===== src/rtl/instruction_fetch_if.sv =====
// instruction_fetch_if: bundles the PC, instruction-memory and decoder-queue
// handshakes of the fetch stage; master is the fetch unit, slave its environment.
interface instruction_fetch_if #(
    parameter int WORDSIZE = 64,
    parameter int INSTSIZE = 32
);
    logic [WORDSIZE-1:0] pc_addr;
    logic                pc_advance;
    logic                flush;
    logic                mem_req_valid;
    logic                mem_req_ready;
    logic [WORDSIZE-1:0] mem_req_addr;
    logic                mem_resp_valid;
    logic [INSTSIZE-1:0] mem_resp_data;
    logic                mem_resp_error;
    logic                inst_valid;
    logic                inst_ready;
    logic [INSTSIZE-1:0] inst_data;
    logic [WORDSIZE-1:0] inst_addr;
    logic                inst_fault;
    modport master (
        input  pc_addr, flush, mem_req_ready, mem_resp_valid, mem_resp_data, mem_resp_error, inst_ready,
        output pc_advance, mem_req_valid, mem_req_addr, inst_valid, inst_data, inst_addr, inst_fault
    );
    modport slave (
        output pc_addr, flush, mem_req_ready, mem_resp_valid, mem_resp_data, mem_resp_error, inst_ready,
        input  pc_advance, mem_req_valid, mem_req_addr, inst_valid, inst_data, inst_addr, inst_fault
    );
endinterface


===== src/rtl/instruction_fetch.sv =====
// instruction_fetch: single-outstanding instruction fetch with a small tagged
// instruction queue, misalignment/access-fault entries and flush handling.
module instruction_fetch #(
    parameter int WORDSIZE = 64,
    parameter int INSTSIZE = 32,
    parameter int DEPTH    = 2
) (
    input logic               clk,
    input logic               rst_n,
    instruction_fetch_if.master bus
);
    localparam int AW = $clog2(DEPTH);
    localparam logic [AW:0] FULL = (AW+1)'(DEPTH);
    localparam logic [2:0] IDLE = 3'd0, REQ = 3'd1, WAIT = 3'd2, DRAIN = 3'd3, FAULT = 3'd4;

    logic [2:0]          state_q, state_d;
    logic [WORDSIZE-1:0] req_addr_q, req_addr_d;
    logic [AW-1:0]       head_q, tail_q;
    logic [AW:0]         count_q;
    logic [INSTSIZE-1:0] data_q [DEPTH];
    logic [WORDSIZE-1:0] addr_q [DEPTH];
    logic [DEPTH-1:0]    fault_q;
    logic                push, pop, push_fault;
    logic [INSTSIZE-1:0] push_data;
    logic [WORDSIZE-1:0] push_addr;

    always_comb begin
        state_d            = state_q;
        req_addr_d         = req_addr_q;
        push               = 1'b0;
        push_data          = bus.mem_resp_data;
        push_addr          = req_addr_q;
        push_fault         = bus.mem_resp_error;
        bus.mem_req_valid  = 1'b0;
        bus.pc_advance     = 1'b0;
        case (state_q)
            IDLE: if (!bus.flush && count_q != FULL) begin
                if (bus.pc_addr[1:0] == 2'b00) begin
                    req_addr_d = bus.pc_addr;
                    state_d    = REQ;
                end else begin
                    push       = 1'b1;
                    push_data  = '0;
                    push_addr  = bus.pc_addr;
                    push_fault = 1'b1;
                    state_d    = FAULT;
                end
            end
            REQ: begin
                // a flush withdraws the request so memory never sees a handshake
                bus.mem_req_valid = !bus.flush;
                bus.pc_advance    = bus.mem_req_ready && !bus.flush;
                state_d           = bus.flush ? IDLE : bus.mem_req_ready ? WAIT : REQ;
            end
            WAIT: begin
                push    = bus.mem_resp_valid && !bus.flush;
                state_d = bus.mem_resp_valid ? ((bus.mem_resp_error && !bus.flush) ? FAULT : IDLE)
                        : bus.flush ? DRAIN : WAIT;
            end
            DRAIN: state_d = bus.mem_resp_valid ? IDLE : DRAIN;
            FAULT: state_d = bus.flush ? IDLE : FAULT;
            default: state_d = IDLE;
        endcase
    end

    assign pop              = bus.inst_valid && bus.inst_ready;
    assign bus.inst_valid   = count_q != '0;
    assign bus.inst_data    = data_q[head_q];
    assign bus.inst_addr    = addr_q[head_q];
    assign bus.inst_fault   = fault_q[head_q];
    assign bus.mem_req_addr = req_addr_q;

    always_ff @(posedge clk or negedge rst_n) begin
        if (!rst_n) begin
            state_q    <= IDLE;
            req_addr_q <= '0;
            head_q     <= '0;
            tail_q     <= '0;
            count_q    <= '0;
            fault_q    <= '0;
            for (int i = 0; i < DEPTH; i++) begin
                data_q[i] <= '0;
                addr_q[i] <= '0;
            end
        end else begin
            state_q    <= state_d;
            req_addr_q <= req_addr_d;
            if (bus.flush) begin
                head_q  <= '0;
                tail_q  <= '0;
                count_q <= '0;
            end else begin
                if (push) begin
                    data_q[tail_q]  <= push_data;
                    addr_q[tail_q]  <= push_addr;
                    fault_q[tail_q] <= push_fault;
                    tail_q          <= tail_q + 1'b1;
                end
                if (pop) head_q <= head_q + 1'b1;
                count_q <= count_q + {{AW{1'b0}}, push} - {{AW{1'b0}}, pop};
            end
        end
    end
endmodule


===== src/flat_wrapper.sv =====
// flat-port wrapper written by rule: the top's interface ports become plain ports
module instruction_fetch_flat 
#(
    parameter int WORDSIZE = 64,
    parameter int INSTSIZE = 32,
    parameter int DEPTH    = 2
)
  (clk, rst_n, bus_pc_addr, bus_flush, bus_mem_req_ready, bus_mem_resp_valid, bus_mem_resp_data, bus_mem_resp_error, bus_inst_ready, bus_pc_advance, bus_mem_req_valid, bus_mem_req_addr, bus_inst_valid, bus_inst_data, bus_inst_addr, bus_inst_fault);
  instruction_fetch_if #(.WORDSIZE(WORDSIZE), .INSTSIZE(INSTSIZE)) bus_i ();
  input logic clk;
  input logic rst_n;
  input wire logic [$bits(bus_i.pc_addr)-1:0] bus_pc_addr;
  input wire logic [$bits(bus_i.flush)-1:0] bus_flush;
  input wire logic [$bits(bus_i.mem_req_ready)-1:0] bus_mem_req_ready;
  input wire logic [$bits(bus_i.mem_resp_valid)-1:0] bus_mem_resp_valid;
  input wire logic [$bits(bus_i.mem_resp_data)-1:0] bus_mem_resp_data;
  input wire logic [$bits(bus_i.mem_resp_error)-1:0] bus_mem_resp_error;
  input wire logic [$bits(bus_i.inst_ready)-1:0] bus_inst_ready;
  output wire logic [$bits(bus_i.pc_advance)-1:0] bus_pc_advance;
  output wire logic [$bits(bus_i.mem_req_valid)-1:0] bus_mem_req_valid;
  output wire logic [$bits(bus_i.mem_req_addr)-1:0] bus_mem_req_addr;
  output wire logic [$bits(bus_i.inst_valid)-1:0] bus_inst_valid;
  output wire logic [$bits(bus_i.inst_data)-1:0] bus_inst_data;
  output wire logic [$bits(bus_i.inst_addr)-1:0] bus_inst_addr;
  output wire logic [$bits(bus_i.inst_fault)-1:0] bus_inst_fault;
  assign bus_i.pc_addr = bus_pc_addr;
  assign bus_i.flush = bus_flush;
  assign bus_i.mem_req_ready = bus_mem_req_ready;
  assign bus_i.mem_resp_valid = bus_mem_resp_valid;
  assign bus_i.mem_resp_data = bus_mem_resp_data;
  assign bus_i.mem_resp_error = bus_mem_resp_error;
  assign bus_i.inst_ready = bus_inst_ready;
  assign bus_pc_advance = bus_i.pc_advance;
  assign bus_mem_req_valid = bus_i.mem_req_valid;
  assign bus_mem_req_addr = bus_i.mem_req_addr;
  assign bus_inst_valid = bus_i.inst_valid;
  assign bus_inst_data = bus_i.inst_data;
  assign bus_inst_addr = bus_i.inst_addr;
  assign bus_inst_fault = bus_i.inst_fault;
  instruction_fetch #(.WORDSIZE(WORDSIZE), .INSTSIZE(INSTSIZE), .DEPTH(DEPTH)) u_core (.clk(clk), .rst_n(rst_n), .bus(bus_i));
endmodule

===== config.mk =====
export PLATFORM = sky130hd
export DESIGN_NAME = instruction_fetch_flat
export DESIGN_NICKNAME = d
export VERILOG_FILES = /design/src/rtl/instruction_fetch_if.sv /design/src/rtl/instruction_fetch.sv /design/src/flat_wrapper.sv
export SDC_FILE = /design/constraint.sdc
export NUM_CORES = 1
export LEC_CHECK = 0
export CAP_MARGIN = 20
export CELL_PAD_IN_SITES_DETAIL_PLACEMENT = 1
export CELL_PAD_IN_SITES_GLOBAL_PLACEMENT = 1
export CORE_MARGIN = 2
export CORE_UTILIZATION = 41
export DETAILED_ROUTE_END_ITERATION = 8
export GPL_TIMING_DRIVEN = 0
export PLACE_DENSITY_LB_ADDON = 0.05
export SKIP_LAST_GASP = 1
export SYNTH_ARGS = -nofsm -noshare
export SYNTH_HDL_FRONTEND = slang
export SYNTH_SLANG_ARGS = --single-unit

===== constraint.sdc =====
create_clock -name clk -period 2.6 [get_ports clk]
set_input_delay 0.26 -clock clk [delete_from_list [all_inputs] [get_ports clk]]
set_output_delay 0.26 -clock clk [all_outputs]
set_load 0.05 [all_outputs]

==> results.yml <==
outcome:
  status: "complete, no violations"
synthesis:
  synth.area.top_cells: "dfrtp_1, mux2_2, mux2i_1, inv_1, nand2_1"
  synth_most_common_cell: "mux2_2"
  synth_flop_cell: "dfrtp_1"
  synthArstFlopShare_pct: 100.0
  synth_fp_nets: 1022
  avgSynthCellArea_sq_um: 13.21
  synth_seq_area_share_pct: 54.74
  synth_top_cell_area_share_pct: 54.74
  synth_seq_cells: 265
  ys_top_cells_by_count: "mux2_2, dfrtp_1, inv_1"
  synthCells: 917
  synth_edf_count: 0
  ys_types: 30
  synth.largest_area_cell: "dfrtp_1"
  syn_area_sq_mm: 0.01211
  synth_warnings: 0
floorplanning:
  dieArea_sq_mm: 0.03094
  start_util_pct: 41.87
  num_io_pins: 267
  fp.dieH_microns: 175.9
  fp.dieW_microns: 175.9
  row_count: 62
  core_sq_mm: 0.02894
setup_path:
  critical_path.max_fanout: 6
  reg2regPathDepth: 7
  crit_path_start: "u_core.state_q[2]$_DFFE_PN0P_"
  path_depth: 2
  cp-start-kind: "flip-flop"
  slowest_stage: "clkdlybuf4s50_1"
  r2r-start: "u_core.state_q[1]$_DFFE_PN0P_"
  end_kind: "primary output"
  r2r_end: "u_core.data_q[26]$_DFFE_PN0P_"
  rrSetupSlack_ns: 0.13
  crit_type: "reg2out"
  crit_buf_inv: 1
  cp_data_required_time_ns: 2.34
  cp_slowest_stage_delay_ns: 0.91
  path_cells: "nor4b_2, clkdlybuf4s50_1"
  cp_top_family: "buffers and inverters"
  arrival_ns: 2.26
  endpoint: "bus_mem_req_valid"
global_routing:
  antenna_found_initial: 0
  grt_pass1_vias: 8900
  grt_use_total_pct: 20.89
  overflow: 0
  grt_max_degree: 102
  met2_usage_pct: 36.30
  top_usage_layer: "met2"
  met1_usage_pct: 26.17
  grt_use_met3_pct: 5.390
  grt_pass1_wl_microns: 50470
detailed_routing:
  drtIter0Drc: 294
  wl_microns: 32080
  drc: 0
  viasPerCell: 4.946
  ant_nets: 0
  drt-pass1-iter-count: 4
  wl_per_cell_microns: 19.72
  via_count: 8047
min_path:
  min-delay-start: "bus_flush"
  min_delay_path_depth: 2
  hold_class: "in2reg"
clock_network:
  clkTransAtPathRegs_ns: 0.06
  cts_root_buffer: "clkbuf_16"
  cts_htree_levels: 1
  cts_tree: "yes"
  clock_latency_ns: 0.57
  clockBufferDepth: 3
  cts.sink_count: 265
  cts-buffers-inserted: 31
finish:
  design_area_sq_mm: 0.01632
  nets: 1323
  final-seq-area_sq_mm: 0.006633
  area_delta_synth_final_pct: 34.73
  diodes: 0
  multi_input_area_sq_mm: 0.004960
  fin_cells: 1627
  drive_above_1_share_pct: 36.20
  fillers: 2948
sta:
  fin_setup_tns_ns: 0
  period_share_pct: 96.88
  finalMaxSlewViolations: 0
  fin_crit_ns: 2.519
  finClkSkew_ns: 0.02471
  hold_violations: 0
  fmaxAchievable_mhz: 397.0
  max_slew_margin_pct: 55.17
  setup_viol_count_final: 0
  tightest_slew_ns: 0.6724
place:
  port_buffers: 265
  place_area_sq_mm: 0.01531
  dp.cells: 1568
  gp_congestion: 0.7244
  dpl.hpwl_microns: 22880
job:
  drv_cap: 0
==> sequential cells by signal, indices dropped and copies added (netlist names) <==
| signal | cells |
|---|---|
| u_core.addr_q | 128 |
| u_core.bus.mem_req_addr | 64 |
| u_core.data_q | 64 |
| u_core.state_q | 3 |
| u_core.count_q | 2 |
| u_core.fault_q | 2 |
| u_core.head_q | 1 |
| u_core.tail_q | 1 |
==> worst min-delay path by stage <==
stage,endpoint
after global routing,u_core.count_q[0]$_DFF_PN0_
after global placement,u_core.addr_q[12]$_DFFE_PN0P_
after detailed placement,u_core.data_q[42]$_DFFE_PN0P_
after CTS,u_core.count_q[0]$_DFF_PN0_
final,u_core.count_q[0]$_DFF_PN0_
after floorplan,u_core.addr_q[0]$_DFFE_PN0P_
==> cell type report <==
| cell class | count | share of cell area (%) |
|---|---|---|
| buffer | 52 | 1.924 |
| clock buffer | 43 | 5.458 |
| clock inverter | 15 | 1.273 |
| inverter | 73 | 1.679 |
| multi-input combinational | 526 | 30.39 |
| sequential | 265 | 40.64 |
| tap | 384 | 2.944 |
| timing repair buffer | 269 | 15.70 |
==> cells by family after synthesis <==
group                    share of synthesized area (%)
AO/OA/AOI/OAI                                    2.097
flip-flops                                       54.74
XOR/XNOR                                        0.2169
multiplexers                                     34.72
AND/OR/NAND/NOR                                  3.470
buffers and inverters                            4.544
adder cells (fa/ha/maj)                         0.2065
==> metal layers <==
layer	vias up	share of wire, %
met4	0	2.0
met1	4089	43
met3	44	5.9
met5	-	0
li1	3742	-
met2	172	50
==> timing repair <==
item,CTS,global route
gates resized for setup,157,83
pin swaps,1,1
buffers inserted,0,1
hold buffers,1,0
hold endpoints to repair,70,0
endpoints found under the setup margin,182,88
==> layout by cell type, fill, tap and decap left out, types with 2 or more instances in the layout <==
cell type	netlist	final
clkbuf_8	0	9
dlymetal6s2s_1	0	2
mux2_1	10	10
buf_16	0	2
a21boi_0	3	3
and2_1	4	4
dfrtp_1	265	264
nor3_1	2	2
nand3_1	4	3
clkbuf_2	0	33
nand2_1	68	68
ha_1	2	2
clkbuf_1	25	18
buf_2	17	17
inv_6	0	2
clkbuf_4	0	4
clkbuf_16	0	31
o21ai_0	38	38
mux2_2	296	296
dlygate4sd2_1	0	44
clkdlybuf4s15_2	0	19
buf_6	4	4
a21oi_1	2	2
clkinv_2	0	8
nor2_1	5	5
o21bai_1	3	3
inv_1	73	73
clkdlybuf4s50_1	0	166
clkdlybuf4s15_1	0	4
xnor2_1	2	2
nor2b_1	3	3
bufinv_16	0	5
mux2_4	4	4
mux2i_1	70	70
nand2b_1	3	3
buf_4	7	8
==> stage by stage <==
stage               hold slack (ns)  setup slack [ns]  utilization, %
global route                0.06181         -0.008763           56.41
floorplan                  -0.03559            0.3335               -
finish                      0.05038           0.08122           56.41
CTS                         0.02115          -0.03622           56.70
detailed placement           0.2729           -0.9322           52.92
global placement             0.4834            -10.90           52.72
Power is left out: the tool's default activity adds up to more than one toggle a clock period on the data nets, which glitch-free logic cannot reach.
